--- src/rtl/mux_nch_reg_pkg.sv ---
// Shared constants and helpers for the N-channel registered mux.
// The package name is mux_pkg; the file carries the block name so it sorts with its siblings.
package mux_pkg;

  localparam logic MODE_FIXED = 1'b0;
  localparam logic MODE_RR    = 1'b1;

  // Wrap-around increment modulo n. Any idx at or past n-1 wraps to 0.
  function automatic int wrap_inc(input int idx, input int n);
    if (idx >= n - 1) return 0;
    return idx + 1;
  endfunction

endpackage

--- src/rtl/mux_nch_reg_if.sv ---
// Bus bundle for mux_nch_reg: producer channels, consumer side, select control and debug view.
interface mux_nch_reg_if #(
  parameter int WIDTH    = 2,
  parameter int CHANNELS = 4,
  localparam int SEL_W   = $clog2(CHANNELS)
);
  // Handshake rule: a word moves on a channel (in_valid[k] && in_ready[k]) or on the output
  // (out_valid && out_ready) only at a rising edge where both are high; valid never waits on ready.
  logic                      mode;
  logic [SEL_W-1:0]          sel;
  logic                      sel_load;
  logic [CHANNELS*WIDTH-1:0] in_data;
  logic [CHANNELS-1:0]       in_valid;
  logic [CHANNELS-1:0]       in_ready;
  logic [WIDTH-1:0]          out_data;
  logic [SEL_W-1:0]          out_ch;
  logic                      out_valid;
  logic                      out_ready;
  logic                      sel_err;
  logic [SEL_W-1:0]          dbg_sel_reg;
  logic [SEL_W-1:0]          dbg_rr_ptr;

  modport master (
    output mode, sel, sel_load, in_data, in_valid, out_ready,
    input  in_ready, out_data, out_ch, out_valid, sel_err, dbg_sel_reg, dbg_rr_ptr
  );

  modport slave (
    input  mode, sel, sel_load, in_data, in_valid, out_ready,
    output in_ready, out_data, out_ch, out_valid, sel_err, dbg_sel_reg, dbg_rr_ptr
  );
endinterface

--- src/rtl/mux_nch_reg_rr_arbiter.sv ---
// Combinational round-robin search: first requester after ptr, with ptr itself checked last.
module rr_arbiter
  import mux_pkg::*;
#(
  parameter int CHANNELS = 4,
  localparam int SEL_W   = $clog2(CHANNELS)
) (
  input  logic [CHANNELS-1:0] req,
  input  logic [SEL_W-1:0]    ptr,
  output logic [CHANNELS-1:0] gnt,
  output logic [SEL_W-1:0]    idx,
  output logic                any
);

  always_comb begin
    int k;
    gnt = '0;
    idx = '0;
    any = 1'b0;
    k   = int'(ptr);
    for (int i = 0; i < CHANNELS; i++) begin
      k = wrap_inc(k, CHANNELS);
      if (!any && req[k]) begin
        any    = 1'b1;
        idx    = SEL_W'(k);
        gnt[k] = 1'b1;
      end
    end
  end

endmodule

--- src/rtl/mux_nch_reg.sv ---
// N-channel mux with fixed or round-robin selection feeding a single registered output stage.
module mux_nch_reg
  import mux_pkg::*;
#(
  parameter int WIDTH    = 2,
  parameter int CHANNELS = 4,
  localparam int SEL_W   = $clog2(CHANNELS)
) (
  input  logic           clk,
  input  logic           rst,
  mux_nch_reg_if.slave   bus
);

  logic [SEL_W-1:0]    sel_reg;
  logic [SEL_W-1:0]    rr_ptr;
  logic [WIDTH-1:0]    out_data_q;
  logic [SEL_W-1:0]    out_ch_q;
  logic                out_valid_q;
  logic                sel_err_q;

  logic                load_en;
  logic                grant;
  logic [SEL_W-1:0]    cand;
  logic [WIDTH-1:0]    cand_data;
  logic [CHANNELS-1:0] ready;
  logic                sel_ok;

  logic [CHANNELS-1:0] rr_gnt;
  logic [SEL_W-1:0]    rr_idx;
  logic                rr_any;

  rr_arbiter #(.CHANNELS(CHANNELS)) u_arb (
    .req (bus.in_valid),
    .ptr (rr_ptr),
    .gnt (rr_gnt),
    .idx (rr_idx),
    .any (rr_any)
  );

  // Candidate and grant are computed from valids and pointers only, never from data.
  always_comb begin
    load_en   = !out_valid_q || bus.out_ready;
    cand      = sel_reg;
    grant     = 1'b0;
    cand_data = '0;
    ready     = '0;
    if (bus.mode == MODE_RR) begin
      cand  = rr_idx;
      grant = rr_any;
    end else begin
      for (int k = 0; k < CHANNELS; k++) begin
        if (sel_reg == SEL_W'(k)) grant = bus.in_valid[k];
      end
    end
    for (int k = 0; k < CHANNELS; k++) begin
      if (cand == SEL_W'(k)) begin
        cand_data = bus.in_data[k*WIDTH +: WIDTH];
        ready[k]  = load_en && grant;
      end
    end
  end

  assign sel_ok = ({1'b0, bus.sel} < (SEL_W+1)'(CHANNELS));

  always_ff @(posedge clk) begin
    if (rst) begin
      out_valid_q <= 1'b0;
      out_data_q  <= '0;
      out_ch_q    <= '0;
      sel_err_q   <= 1'b0;
      sel_reg     <= '0;
      rr_ptr      <= SEL_W'(CHANNELS - 1);
    end else begin
      if (load_en) begin
        if (grant) begin
          out_data_q  <= cand_data;
          out_ch_q    <= cand;
          out_valid_q <= 1'b1;
          if (bus.mode == MODE_RR) rr_ptr <= cand;
        end else begin
          out_valid_q <= 1'b0;
        end
      end
      // Out-of-range loads are rejected and latched as an error until reset.
      if (bus.sel_load) begin
        if (sel_ok) sel_reg <= bus.sel;
        else        sel_err_q <= 1'b1;
      end
    end
  end

  assign bus.in_ready    = ready;
  assign bus.out_data    = out_data_q;
  assign bus.out_ch      = out_ch_q;
  assign bus.out_valid   = out_valid_q;
  assign bus.sel_err     = sel_err_q;
  assign bus.dbg_sel_reg = sel_reg;
  assign bus.dbg_rr_ptr  = rr_ptr;

endmodule

--- src/flat_wrapper.sv ---
// flat-port wrapper written by rule: the top's interface ports become plain ports
module mux_nch_reg_flat import mux_pkg::*;
#(
  parameter int WIDTH    = 2,
  parameter int CHANNELS = 4,
  localparam int SEL_W   = $clog2(CHANNELS)
)
  (clk, rst, bus_mode, bus_sel, bus_sel_load, bus_in_data, bus_in_valid, bus_out_ready, bus_in_ready, bus_out_data, bus_out_ch, bus_out_valid, bus_sel_err, bus_dbg_sel_reg, bus_dbg_rr_ptr);
  mux_nch_reg_if #(.WIDTH(WIDTH), .CHANNELS(CHANNELS)) bus_i ();
  input  logic clk;
  input  logic rst;
  input wire logic [$bits(bus_i.mode)-1:0] bus_mode;
  input wire logic [$bits(bus_i.sel)-1:0] bus_sel;
  input wire logic [$bits(bus_i.sel_load)-1:0] bus_sel_load;
  input wire logic [$bits(bus_i.in_data)-1:0] bus_in_data;
  input wire logic [$bits(bus_i.in_valid)-1:0] bus_in_valid;
  input wire logic [$bits(bus_i.out_ready)-1:0] bus_out_ready;
  output wire logic [$bits(bus_i.in_ready)-1:0] bus_in_ready;
  output wire logic [$bits(bus_i.out_data)-1:0] bus_out_data;
  output wire logic [$bits(bus_i.out_ch)-1:0] bus_out_ch;
  output wire logic [$bits(bus_i.out_valid)-1:0] bus_out_valid;
  output wire logic [$bits(bus_i.sel_err)-1:0] bus_sel_err;
  output wire logic [$bits(bus_i.dbg_sel_reg)-1:0] bus_dbg_sel_reg;
  output wire logic [$bits(bus_i.dbg_rr_ptr)-1:0] bus_dbg_rr_ptr;
  assign bus_i.mode = bus_mode;
  assign bus_i.sel = bus_sel;
  assign bus_i.sel_load = bus_sel_load;
  assign bus_i.in_data = bus_in_data;
  assign bus_i.in_valid = bus_in_valid;
  assign bus_i.out_ready = bus_out_ready;
  assign bus_in_ready = bus_i.in_ready;
  assign bus_out_data = bus_i.out_data;
  assign bus_out_ch = bus_i.out_ch;
  assign bus_out_valid = bus_i.out_valid;
  assign bus_sel_err = bus_i.sel_err;
  assign bus_dbg_sel_reg = bus_i.dbg_sel_reg;
  assign bus_dbg_rr_ptr = bus_i.dbg_rr_ptr;
  mux_nch_reg #(.WIDTH(WIDTH), .CHANNELS(CHANNELS)) u_core (.clk(clk), .rst(rst), .bus(bus_i));
endmodule
--- config.mk ---
export PLATFORM = sky130hd
export DESIGN_NAME = mux_nch_reg_flat
export DESIGN_NICKNAME = d
export VERILOG_FILES = /design/src/rtl/mux_nch_reg_pkg.sv /design/src/rtl/mux_nch_reg_if.sv /design/src/rtl/mux_nch_reg_rr_arbiter.sv /design/src/rtl/mux_nch_reg.sv /design/src/flat_wrapper.sv
export SDC_FILE = /design/constraint.sdc
export NUM_CORES = 1
export LEC_CHECK = 0
export CORE_MARGIN = 4
export CORE_UTILIZATION = 30
export CTS_CLUSTER_SIZE = 8
export DETAILED_ROUTE_END_ITERATION = 12
export SLEW_MARGIN = 15
export SYNTH_ARGS = -nofsm -noshare
export SYNTH_HDL_FRONTEND = slang
export SYNTH_HIERARCHICAL = 1
export SYNTH_SLANG_ARGS = --single-unit
--- constraint.sdc ---
create_clock -name clk -period 3.35 [get_ports clk]
set_input_delay 0.5025 -clock clk [delete_from_list [all_inputs] [get_ports clk]]
set_output_delay 0.5025 -clock clk [all_outputs]
set_load 0.03 [all_outputs]
# ---- Word level (Yosys, flattened, before mapping)
# Index checks and enable logic that the tools add are counted.
dict set report totals {
  regBits 9
  latch_bits 0
  ramBits 0
  mem_bits_ro 0
  inputBits 19
  out_inout_bits 14
  mem_count 0
}
dict set report op_classes {
  addsub 4
  n_mul 0
  div 0
  magnitude_cmp 8
  eq_ne 6
  n_shift 0
  n_mux 43
  n_bitwise 0
  n_reduce_logical 13
}
# operator n
set op_table {}
lappend op_table {{$lt 32x4->1 const B} 4}
lappend op_table {{$add 32x2->32 const B} 2}
lappend op_table {{$ge 32x3->1 const B} 2}
lappend op_table {{$mux 32} 2}
lappend op_table {{$mux 1} 26}
lappend op_table {{$mux 2} 9}
lappend op_table {{$bmux 1 s2} 4}
lappend op_table {{$eq 2x2->1 const B} 4}
lappend op_table {{$add 3x1->4 const B} 1}
lappend op_table {{$eq 2x1->1 const B} 2}
lappend op_table {{$logic_and 1x1->1} 4}
lappend op_table {{$logic_not 1->1} 4}
lappend op_table {{$logic_not 2->1} 2}
lappend op_table {{$mux 4} 1}
lappend op_table {{$add 2x1->3 const B} 1}
lappend op_table {{$ge 3x2->1 const B} 1}
lappend op_table {{$mux 3} 1}
lappend op_table {{$reduce_and 3->1} 1}
lappend op_table {{$ge 2x2->1 const B} 1}
lappend op_table {{$reduce_and 2->1} 1}
lappend op_table {{$logic_or 1x1->1} 1}

# ---- Depth between registers and ports, before layout
dict set report depth {
  depth_word 23
  ltp_mapped 10
  mapped_depth_nobuf 9
}

# ---- By module
# Netlist, hierarchy kept.
# module instances cells_each area_each_um2 seq_area_each_um2
set modules_own_cells {}
lappend modules_own_cells {mux_nch_reg 1 50 505.5 180.2}
lappend modules_own_cells {rr_arbiter 1 56 416.6 0.0}

# ---- Worst setup path before layout
# No wires, ideal clock.
dict set report synth_timing {
  path_kind {register to output}
  startpoint {register u_core.rr_ptr[0] (netlist: u_core/bus.dbg_rr_ptr[0])}
  endpoint {output port bus_in_ready[0]}
  t_arrival_ns 2.856
  required_ns 2.847
  path_slack_ns -0.008
  path_stages_with_launch 9
  path_cell_list {dfxtp_1 inv_1 ha_1 clkbuf_1 a21oi_1 o21a_1 o22a_1 mux2_2 nor3_1}
}
dict set report synth_via {
  elab_chain_len 20
  word_cells_on_any_way 47
}
# item line
set synth_rtl {}
lappend synth_rtl {{start: declaration} mux_nch_reg.sv:15} ;# logic [SEL_W-1:0] rr_ptr;
lappend synth_rtl {{start signal: assignment} mux_nch_reg.sv:72} ;# rr_ptr <= SEL_W'(CHANNELS - 1);
lappend synth_rtl {{start signal: assignment} mux_nch_reg.sv:79} ;# if (bus.mode == MODE_RR) rr_ptr <= cand;
lappend synth_rtl {{$ge 2x2->1} mux_nch_reg_pkg.sv:10} ;# if (idx >= n - 1) return 0;
lappend synth_rtl {{$mux 1} mux_nch_reg_pkg.sv:10}
lappend synth_rtl {{$mux 3 (*)} mux_nch_reg_pkg.sv:11} ;# return idx + 1;
lappend synth_rtl {{$ge 3x2->1} mux_nch_reg_pkg.sv:10}
lappend synth_rtl {{$mux 1} mux_nch_reg_pkg.sv:10}
lappend synth_rtl {{$mux 4} mux_nch_reg_pkg.sv:11}
lappend synth_rtl {{$ge 32x3->1 or $bmux 1 s2 (tied branches)} {mux_nch_reg_pkg.sv:10, mux_nch_reg_rr_arbiter.sv:23}}
lappend synth_rtl {{$mux 1 (on tied branches)} {mux_nch_reg_pkg.sv:10, mux_nch_reg_rr_arbiter.sv:23}}
lappend synth_rtl {{[... 5 more ...]} -}
lappend synth_rtl {{$mux 1 (implied by the code)} mux_nch_reg_rr_arbiter.sv:23} ;# if (!any && req[k]) begin
lappend synth_rtl {{$mux 1 (implied by the code) or $logic_not 1->1 (tied branches)} mux_nch_reg_rr_arbiter.sv:23}
lappend synth_rtl {{$logic_and 1x1->1} mux_nch_reg_rr_arbiter.sv:23}
lappend synth_rtl {{$mux 2 (*)} mux_nch_reg_rr_arbiter.sv:23}
lappend synth_rtl {{net u_core.rr_idx[1]} mux_nch_reg.sv:29} ;# logic [SEL_W-1:0] rr_idx;
lappend synth_rtl {{$mux 2 (*)} mux_nch_reg.sv:47} ;# if (bus.mode == MODE_RR) begin
lappend synth_rtl {{$logic_not 2->1 (*)} mux_nch_reg.sv:56} ;# if (cand == SEL_W'(k)) begin
lappend synth_rtl {{$mux 1 (*)} mux_nch_reg.sv:56}
lappend synth_rtl {{end: declaration} flat_wrapper.sv:18} ;# output wire logic [$bits(bus_i.in_ready)-1:0] bus_in_ready;
# The timed path passes the listed nets; every way through them passes the cells marked *. The select of a mux whose other input is x is not followed.

# ---- Worst setup path in the final report
dict set report layout_timing {
  startpoint {input port bus_in_valid[0]}
  endpoint {output port bus_in_ready[2]}
}
dict set report layout_via {
  elab_chain_len 16
  word_cells_on_any_way 35
}
# item line
set layout_rtl {}
lappend layout_rtl {{start: declaration} flat_wrapper.sv:16} ;# input wire logic [$bits(bus_i.in_valid)-1:0] bus_in_valid;
lappend layout_rtl {{$bmux 1 s2} mux_nch_reg_rr_arbiter.sv:23}
lappend layout_rtl {{$mux 1 (implied by the code) (2 in series)} mux_nch_reg_rr_arbiter.sv:23}
lappend layout_rtl {{$mux 1} mux_nch_reg_rr_arbiter.sv:23}
lappend layout_rtl {{$logic_not 1->1} mux_nch_reg_rr_arbiter.sv:23}
lappend layout_rtl {{$logic_and 1x1->1} mux_nch_reg_rr_arbiter.sv:23}
lappend layout_rtl {{$mux 1} mux_nch_reg_rr_arbiter.sv:23}
lappend layout_rtl {{$logic_not 1->1} mux_nch_reg_rr_arbiter.sv:23}
lappend layout_rtl {{$logic_and 1x1->1} mux_nch_reg_rr_arbiter.sv:23}
lappend layout_rtl {{$mux 1} mux_nch_reg_rr_arbiter.sv:23}
lappend layout_rtl {{$logic_not 1->1} mux_nch_reg_rr_arbiter.sv:23}
lappend layout_rtl {{$logic_and 1x1->1} mux_nch_reg_rr_arbiter.sv:23}
lappend layout_rtl {{$mux 1 (*)} mux_nch_reg_rr_arbiter.sv:23}
lappend layout_rtl {{net u_core.rr_any} mux_nch_reg.sv:30} ;# logic rr_any;
lappend layout_rtl {{$mux 1 (*)} mux_nch_reg.sv:47}
lappend layout_rtl {{$logic_and 1x1->1 (*)} mux_nch_reg.sv:58} ;# ready[k] = load_en && grant;
lappend layout_rtl {{$mux 1 (*)} mux_nch_reg.sv:56}
# Marked as above.

==> PnR_summary.wiki <==
{| class="wikitable"
! Metric !! Value
|-
| Run status || completed
|-
| Global Route met2 Usage || 20.6%
|-
| Highest net fanout along the worst path || 7
|-
| Nets || 120
|-
| Area overhead of the layout relative to synthesis || 54.4%
|-
| Hold Fails Final Rpt || 0
|-
| Routed wire length || approximately 1700 um
|-
| Total clock buffers created by CTS || 3
|-
| Via count || 619
|-
| Clock slew at reported path FFs || 0.06 ns
|-
| Detailed Place HPWL || 1300 um
|-
| Antenna Violating Nets Remaining || 0
|-
| Critical R2R Launch || u_core/bus.dbg_rr_ptr[0]
|-
| Die Span Y || 53.7 um
|-
| Routed wirelength normalized by instance count || roughly 13 um
|-
| Initial antenna violation count || 0
|-
| Core Box Area || about 2000 um^2
|-
| Met3 Track Usage GR || 6.37%
|-
| Cells on Worst Hold Path || 2
|-
| Max-slew violation total from the final report || 0
|-
| Slowest CP cell || or4_1
|-
| Commonest cells after routing, fill and taps aside || clkdlybuf4s50_1, a21oi_1, dfxtp_1
|-
| Global Route Usage Sum || between 10% and 20%
|-
| Largest delay contributor family on the critical path || buffers and inverters
|-
| Final Cell Area || between 900 and 1000 um^2
|-
| Final sum of negative setup slack || 0 ns
|-
| Global placer's final weighted congestion || roughly 0.70
|-
| Global routing's busiest layer || met2
|-
| Peak clock frequency supported by timing || 0.310 GHz
|-
| Number of buffers on the longest clock path || 2
|-
| Average vias per placed instance || slightly below 5
|-
| Post-Synthesis Cells || 70
|-
| H-tree Lvls || 1
|-
| First-pass iteration count of the detailed router || 4
|-
| Largest incremental delay on the critical path || roughly 0.60 ns
|-
| Worst vdd ir || between 0.0002 and 0.00025 V
|-
| Utilization after layout || about half
|-
| Critical path capture point type || output pin
|-
| Global routing met1 resource utilization || 14.4%
|-
| Critical path data required time || around 2.9 ns
|-
| Min cycle time layout || 3.23 ns
|-
| Depth of the worst register-to-register path || 9
|-
| Die outline area || 2880 um^2
|-
| Most frequent cell on the critical path || clkdlybuf4s50_1
|-
| Global-route wire length before repair || roughly 2600 um
|-
| TritonCTS clock tree || built
|-
| Number of setup violations in the final report || 0
|-
| Total cell area at the placement stage || slightly above 900 um^2
|-
| Num rows || 16
|-
| Worst endpoint data arrival time || 2.72 ns
|-
| Element type at the critical path start || input pin
|-
| Antenna fix cells || 0
|-
| Post-synth design cell area || around 630 um^2
|-
| Number of maximum-capacitance constraint violations || 0
|-
| Setup slack, reg-to-reg || 1.01 ns
|-
| RSZ-0062 raised after global routing || false
|-
| Root buffer cell || clkbuf_4
|-
| Share of layout cells above drive strength 1 || about 10%
|-
| Static power due to leakage || around 0.43 nW
|-
| Startpoint of the lowest-slack hold path || u_core/bus.out_data[1]
|-
| Number of buffers inserted by post-CTS setup repair || 0
|-
| Clk_lat worst skew || approximately 0.26 ns
|-
| Filler cell count || around 220
|-
| Final std cells w/o fill || about 130
|-
| Overflow after GRT || 0
|-
| Top-level I/O count || 33
|-
| Pin count of the biggest net entering global routing || 10
|-
| Starting density of the core || between 30% and 40%
|-
| P per Cell Area || roughly 390 nW/um^2
|-
| Number of I/O port buffers || 31
|-
| Cell Count Post-Placement || 121
|-
| TritonCTS sink count || 9
|-
| Number of hold buffers added after CTS || 0
|-
| Cell-by-cell trace of the critical path || clkdlybuf4s50_1 > or4_1 > mux2_4 > nand2_1 > nor3_1 > clkdlybuf4s50_1
|-
| Net count after synthesis || 91
|-
| Worst path bufs/invs || 2
|-
| Critical path class || input pin to output pin
|-
| Detailed-route DRC error count || 0
|-
| Via count of the first global-routing pass || roughly 600
|-
| DR iter-0 viols || 8
|-
| Layout Skew || between 0.001 and 0.0015 ns
|-
| Class of the tightest hold or removal check || register to register
|-
| Worst reg2reg endpoint || u_core/bus.out_data[1]
|-
| Synth warnings || 6
|-
| Post-route fraction of the period consumed by the critical path || 96.3%
|-
| Mapped Avg Cell Area || between 8 and 9 um^2
|-
| Most common cell after layout, fill and taps aside || clkdlybuf4s50_1
|-
| Die X || 53.7 um
|-
| End point of the most critical hold path || u_core/bus.out_data[1]
|}
per-layer routing:
metal | up-vias | routed length (um)
li1 | 310 | -
met1 | 278 | 717
met2 | 31 | 762
met3 | 0 | 188
met4 | 0 | 0
met5 | - | 0
worst max path at each step:
stage                     slack [ns]         endpoint                     start  cells after the start
after floorplan                 0.38  bus_in_ready[0]  u_core/bus.dbg_rr_ptr[0]                      8
after global placement          0.15  bus_in_ready[0]           bus_in_valid[0]                      7
after detailed placement        0.13  bus_in_ready[1]           bus_in_valid[0]                      7
after CTS                       0.06  bus_in_ready[1]  u_core/bus.dbg_rr_ptr[0]                      7
after global routing            0.03  bus_in_ready[2]           bus_in_valid[0]                      6
final                           0.12  bus_in_ready[2]           bus_in_valid[0]                      6
area by class of cell:
cell class | count | area (um^2) | share of cell area (%)
Tap cell | 27 | 33.8 | 3.50
Multi-Input combinational cell | 51 | 397 | 41.1
Inverter | 3 | 11.3 | 1.17
Timing Repair Buffer | 31 | 318 | 32.9
Clock buffer | 4 | 26.3 | 2.72
Sequential cell | 9 | 180 | 18.7
per-stage QoR:
step                hold WS (ns)  setup WS [ns]  power [mW]
finish                     0.478          0.123       0.377
global placement           0.472          0.151       0.296
CTS                        0.478         0.0620       0.385
floorplan                  0.607          0.379       0.232
global route               0.512         0.0314       0.403
detailed placement         0.468          0.129       0.296
power breakdown:
part | switching, mW | leakage, nW | internal [mW] | total [mW]
Combinational | 0.0852 | 0.340 | 0.0812 | 0.166
Clock | 0.0383 | 0.0150 | 0.0459 | 0.0842
Sequential | 0.00824 | 0.0747 | 0.118 | 0.126
Total | 0.132 | 0.430 | 0.245 | 0.377
worst reg2reg max path, stage by stage, from the launching register on:
cell     delay (ns)
dfxtp_1        0.35
ha_1           0.22
or2_2          0.32
a21oi_1        0.15
o22ai_1        0.10
a21oi_1        0.18
mux2_4         0.23
mux4_2         0.51
nand3_1        0.10
a21oi_1        0.06
what timing repair did:
item	4_1_cts	5_1_grt
gates resized for setup	0	3
endpoints found under the setup margin	0	3
endpoints found under the hold margin	0	0
Power figures use the tool's default switching activity.
==> RTL edit 1, RTL diff (same flow settings) <==
Make the reset (`rst`) asynchronous in one clocked block.
--- a/src/rtl/mux_nch_reg.sv
+++ b/src/rtl/mux_nch_reg.sv
@@ -62,7 +62,7 @@
 
   assign sel_ok = ({1'b0, bus.sel} < (SEL_W+1)'(CHANNELS));
 
-  always_ff @(posedge clk) begin
+  always_ff @(posedge clk or posedge rst) begin
     if (rst) begin
       out_valid_q <= 1'b0;
       out_data_q  <= '0;
Behaviour: differs if rst is asserted again (counterexample within 4 cycles, from zero or initial values and one cycle with rst high); with rst held inactive, the same outputs for 10 cycles.
==> RTL edit 1 against the unedited design <==
Final cell count shrank 3.2%. Critical endpoint unchanged. Final area grew 3.8%. Synthesized area grew 6.4%. Sequential cell count is the same. Sequential share of layout area grew 4.1 points. Worst setup slack gained 0.067 ns. Count of clock-buffer cells in the layout is the same. Wire length shrank 8.4%.
Power is not compared: it rests on default switching activity, and its combinational part moved more than twofold at a synthesized area within 25%.
==> RTL edit 1: results <==
group,metric,value,unit
run_status,outcome,"finished, final reports clean",
clock_tree,cts_resized,2,
critical_path,critPathMaxFanout,5,
place,port_buffers,31,
final_layout,drive_above_1_share,0.181,
global_routing,grt_pass1_wl,2.46,mm
detailed_routing,drt_pass1_iterations,4,
detailed_routing,via_per_inst,4.67,
place,place.gp.congestion,0.687,
sta,skew,0.00262,ns
global_routing,use_met1,0.146,
detailed_routing,wirelength,1.53,mm
logic_synthesis,synth_nets,85,
power_and_ir_drop,ir_drop,0.000332,V
clock_tree,cts_setup_buffers,0,
place,placed_area,976,sq um
sta,setup_viol,0,
clock_tree,clock_path_buffers,2,
power_and_ir_drop,power_leakage,0.000458,uW
global_routing,first_global_vias,559,
floorplan,rows,16,
critical_path,critical_path.max_stage_delay,0.70,ns
logic_synthesis,yosysWarnings,6,
detailed_routing,dr_wl_met2,771,um
clock_tree,cts_buffers,3,
detailed_routing,highest_layer,"met4",
global_routing,use_met2,0.177,
clock_tree,cts_root_buffer,"clkbuf_4",
final_layout,n_antenna_cell,0,
place,preCtsSetupSlack,0.131,ns
global_routing,use_met3,0.0483,
place,numPlacedInstances,117,
global_routing,globalRouteTotalUtil,0.117,
detailed_routing,met1_length,646,um
clock_tree,clkLatencyLatePin,0.26,ns
global_routing,grt_max_degree,10,
critical_path,cp.arrival,2.66,ns
detailed_routing,vias,565,
worst_hold_path,hp-class,"in2async",
logic_synthesis,synth_cells,64,
clock_tree,htreeDepth,1,
detailed_routing,drc,0,
global_routing,grt_antenna_before_repair,0,
critical_path,critPathTopFamily,"buffers and inverters",
clock_tree,cts.clk_slew.worst_paths,0.07,ns
detailed_routing,drtIter0Drc,9,
detailed_routing,wl_met3,101,um
critical_path,cp_slowest_cell,"clkdlybuf4s50_1",
RTL edit 1: cell count changes in the layout (fill, tap and decap cells not counted), sizes merged, moves of 3 or more:
cell   unedited run  this run
mux2              3         8
dfxtp             9         0
mux2i             5         8
a21oi             9         4
dfrtp             0         7
nor2              4         0
RTL edit 1: layout make-up:
cell class,instances,area (sq um)
multi-input cells,45,382
fillers,204,1040
well taps,27,33.8
flip-flops and latches,9,228
clock buffers,4,26.3
inverters,4,15.0
repair buffers,32,318
RTL edit 1: worst paths after layout:
kind	end	slack, ns	depth (start not counted)	startpoint
worst max register to register	u_core/bus.out_data[1]$_DFFE_PP0P_	0.98	9	u_core/bus.dbg_rr_ptr[0]$_DFFE_PP1P_
max in group asynchronous	u_core/bus.dbg_rr_ptr[0]$_DFFE_PP1P_	2.55	2	rst
worst min-delay path	u_core/bus.out_data[0]$_DFFE_PP0P_	0.50	2	rst
worst min register to register	u_core/bus.dbg_rr_ptr[1]$_DFFE_PP1P_	0.51	2	u_core/bus.dbg_rr_ptr[1]$_DFFE_PP1P_
worst max-delay path	bus_in_ready[2]	0.19	8	bus_in_valid[2]
min in group clk	u_core/bus.dbg_rr_ptr[1]$_DFFE_PP1P_	0.51	2	u_core/bus.dbg_rr_ptr[1]$_DFFE_PP1P_
RTL edit 1: worst reg2reg max path, stage by stage, from the launching register on:
cell and delay (ns):
dfstp_2 0.57, inv_1 0.05, ha_1 0.33, a21oi_1 0.08, o21a_1 0.17, o22a_1 0.21, mux2_4 0.31, mux2i_1 0.16
mux2i_1 0.10, mux2_4 0.28
RTL edit 1: power by group:
group / total [uW] / internal (uW) / switching [uW]
Sequential: 174 / 149 / 25.8
Clock: 85.7 / 46.0 / 39.8
Combinational: 366 / 180 / 186
==> RTL edit 2, RTL diff (same settings) <==
Made on the original files. `WIDTH` is set to 2 in 3 places; all go to 4.
--- a/src/rtl/mux_nch_reg_if.sv
+++ b/src/rtl/mux_nch_reg_if.sv
@@ -1,6 +1,6 @@
 // Bus bundle for mux_nch_reg: producer channels, consumer side, select control and debug view.
 interface mux_nch_reg_if #(
-  parameter int WIDTH    = 2,
+  parameter int WIDTH    = 4,
   parameter int CHANNELS = 4,
   localparam int SEL_W   = $clog2(CHANNELS)
 );
--- a/src/rtl/mux_nch_reg.sv
+++ b/src/rtl/mux_nch_reg.sv
@@ -2,7 +2,7 @@
 module mux_nch_reg
   import mux_pkg::*;
 #(
-  parameter int WIDTH    = 2,
+  parameter int WIDTH    = 4,
   parameter int CHANNELS = 4,
   localparam int SEL_W   = $clog2(CHANNELS)
 ) (
--- a/src/flat_wrapper.sv
+++ b/src/flat_wrapper.sv
@@ -1,7 +1,7 @@
 // flat-port wrapper written by rule: the top's interface ports become plain ports
 module mux_nch_reg_flat import mux_pkg::*;
 #(
-  parameter int WIDTH    = 2,
+  parameter int WIDTH    = 4,
   parameter int CHANNELS = 4,
   localparam int SEL_W   = $clog2(CHANNELS)
 )
Ports: changed (resized bus_in_data and bus_out_data); port bits go from 33 to 43. No check against the original RTL was run, so the function may have changed too.
==> RTL edit 2 against the unedited design <==
Sequential cell count grew 2. Worst setup slack gained 0.011 ns. Wire length grew 23%. Total power grew 24%. Final area grew 25%. Clock power grew 7.7%. Synthesized area grew 19%. First-iteration DRC count grew 63%. Largest power group unchanged. Highest routed layer unchanged.
==> RTL edit 2: results <==
group,metric,value,unit
run_status,outcome,"finished, final reports clean",
place,port_buffers,41,
critical_path,critPathMaxFanout,6,
clock_tree,cts.clk_slew.worst_paths,0.08,ns
place,place.gp.congestion,0.775,
detailed_routing,avgRoutedWirePerCell,13.7,um
logic_synthesis,synth_nets,110,
final_layout,final_nets,152,
global_routing,first_global_vias,758,
place,preCtsSetupSlack,0.115,ns
detailed_routing,drt_pass1_iterations,4,
global_routing,grt_pass1_wl,3.31,mm
sta,setup_viol,0,
sta,skew,0.00503,ns
clock_tree,cts_root_buffer,"clkbuf_4",
critical_path,cp.arrival,2.71,ns
power_and_ir_drop,ir_drop,0.000177,V
place,place_hpwl,1.69,mm
detailed_routing,drtIter0Drc,13,
global_routing,globalRouteTotalUtil,0.125,
final_layout,drive_above_1_share,0.123,
worst_hold_path,hp-class,"reg2reg",
final_layout,seq_area,220,sq um
power_and_ir_drop,switching_share,0.349,
final_layout,fillerInstances,232,
power_and_ir_drop,power_leakage,0.000531,uW
detailed_routing,vias,749,
place,placed_area,1180,sq um
global_routing,grt_max_degree,11,
[RTL edit 2: timing repair]
| action | in CTS | in global routing |
|---|---|---|
| endpoints found under the setup margin | 0 | 3 |
| setup buffers | 0 | 0 |
| hold endpoints to repair | 0 | 0 |
| gates resized for setup | 0 | 3 |
[RTL edit 2: routing by layer]
metal | track usage | vias to the layer above | part of all wire
met5 | 0 | - | 0
met4 | 0.0298 | 0 | 0
met1 | 0.153 | 354 | 0.45
met3 | 0.0356 | 0 | 0.047
met2 | 0.215 | 16 | 0.50
li1 | - | 379 | -
[RTL edit 2: metrics by stage]
| stage | hold slack [ns] | cells |
|---|---|---|
| after floorplan | 0.607 | 81 |
| after global placement | 0.467 | 146 |
| after detailed placement | 0.467 | 146 |
| after CTS | 0.478 | 150 |
| after global routing | 0.514 | 150 |
| final | 0.476 | 150 |
[RTL edit 2: cell type report]
type                       instances  share of cell area
multi-input combinational         59               0.392
timing repair buffer              44               0.364
sequential                        11               0.182
tap                               28              0.0289
clock buffer                       4              0.0217
inverter                           4              0.0124
[RTL edit 2: path summary, 6_finish.rpt]
kind	end	cells after the start	from	slack, ns
worst max register to register	u_core/bus.out_data[2]$_SDFFE_PP0P_	9	u_core/bus.dbg_rr_ptr[0]$_SDFFE_PP1P_	0.90
worst min register to register	u_core/bus.out_data[1]$_SDFFE_PP0P_	2	u_core/bus.out_data[1]$_SDFFE_PP0P_	0.48
worst min-delay path	u_core/bus.out_data[1]$_SDFFE_PP0P_	2	u_core/bus.out_data[1]$_SDFFE_PP0P_	0.48
worst max-delay path	bus_in_ready[2]	6	bus_in_valid[0]	0.13
[RTL edit 2: power by group through the flow]
| stage | Clock (uW) | Combinational, uW | Sequential (uW) |
|---|---|---|---|
| 5_1_grt | 101 | 238 | 159 |
| 3_3_place_gp | 0 | 222 | 159 |
| 2_1_floorplan | 0 | 105 | 186 |
| 3_5_place_dp | 0 | 222 | 159 |
| 4_1_cts | 95.2 | 223 | 156 |
| 6_report | 90.7 | 220 | 156 |
[RTL edit 2: critical path, stage by stage]
cell and delay [ns]:
clkdlybuf4s50_1 0.48, or4_1 0.61, mux2_4 0.29, nand2_1 0.15, nor3_1 0.06, clkdlybuf4s50_1 0.60
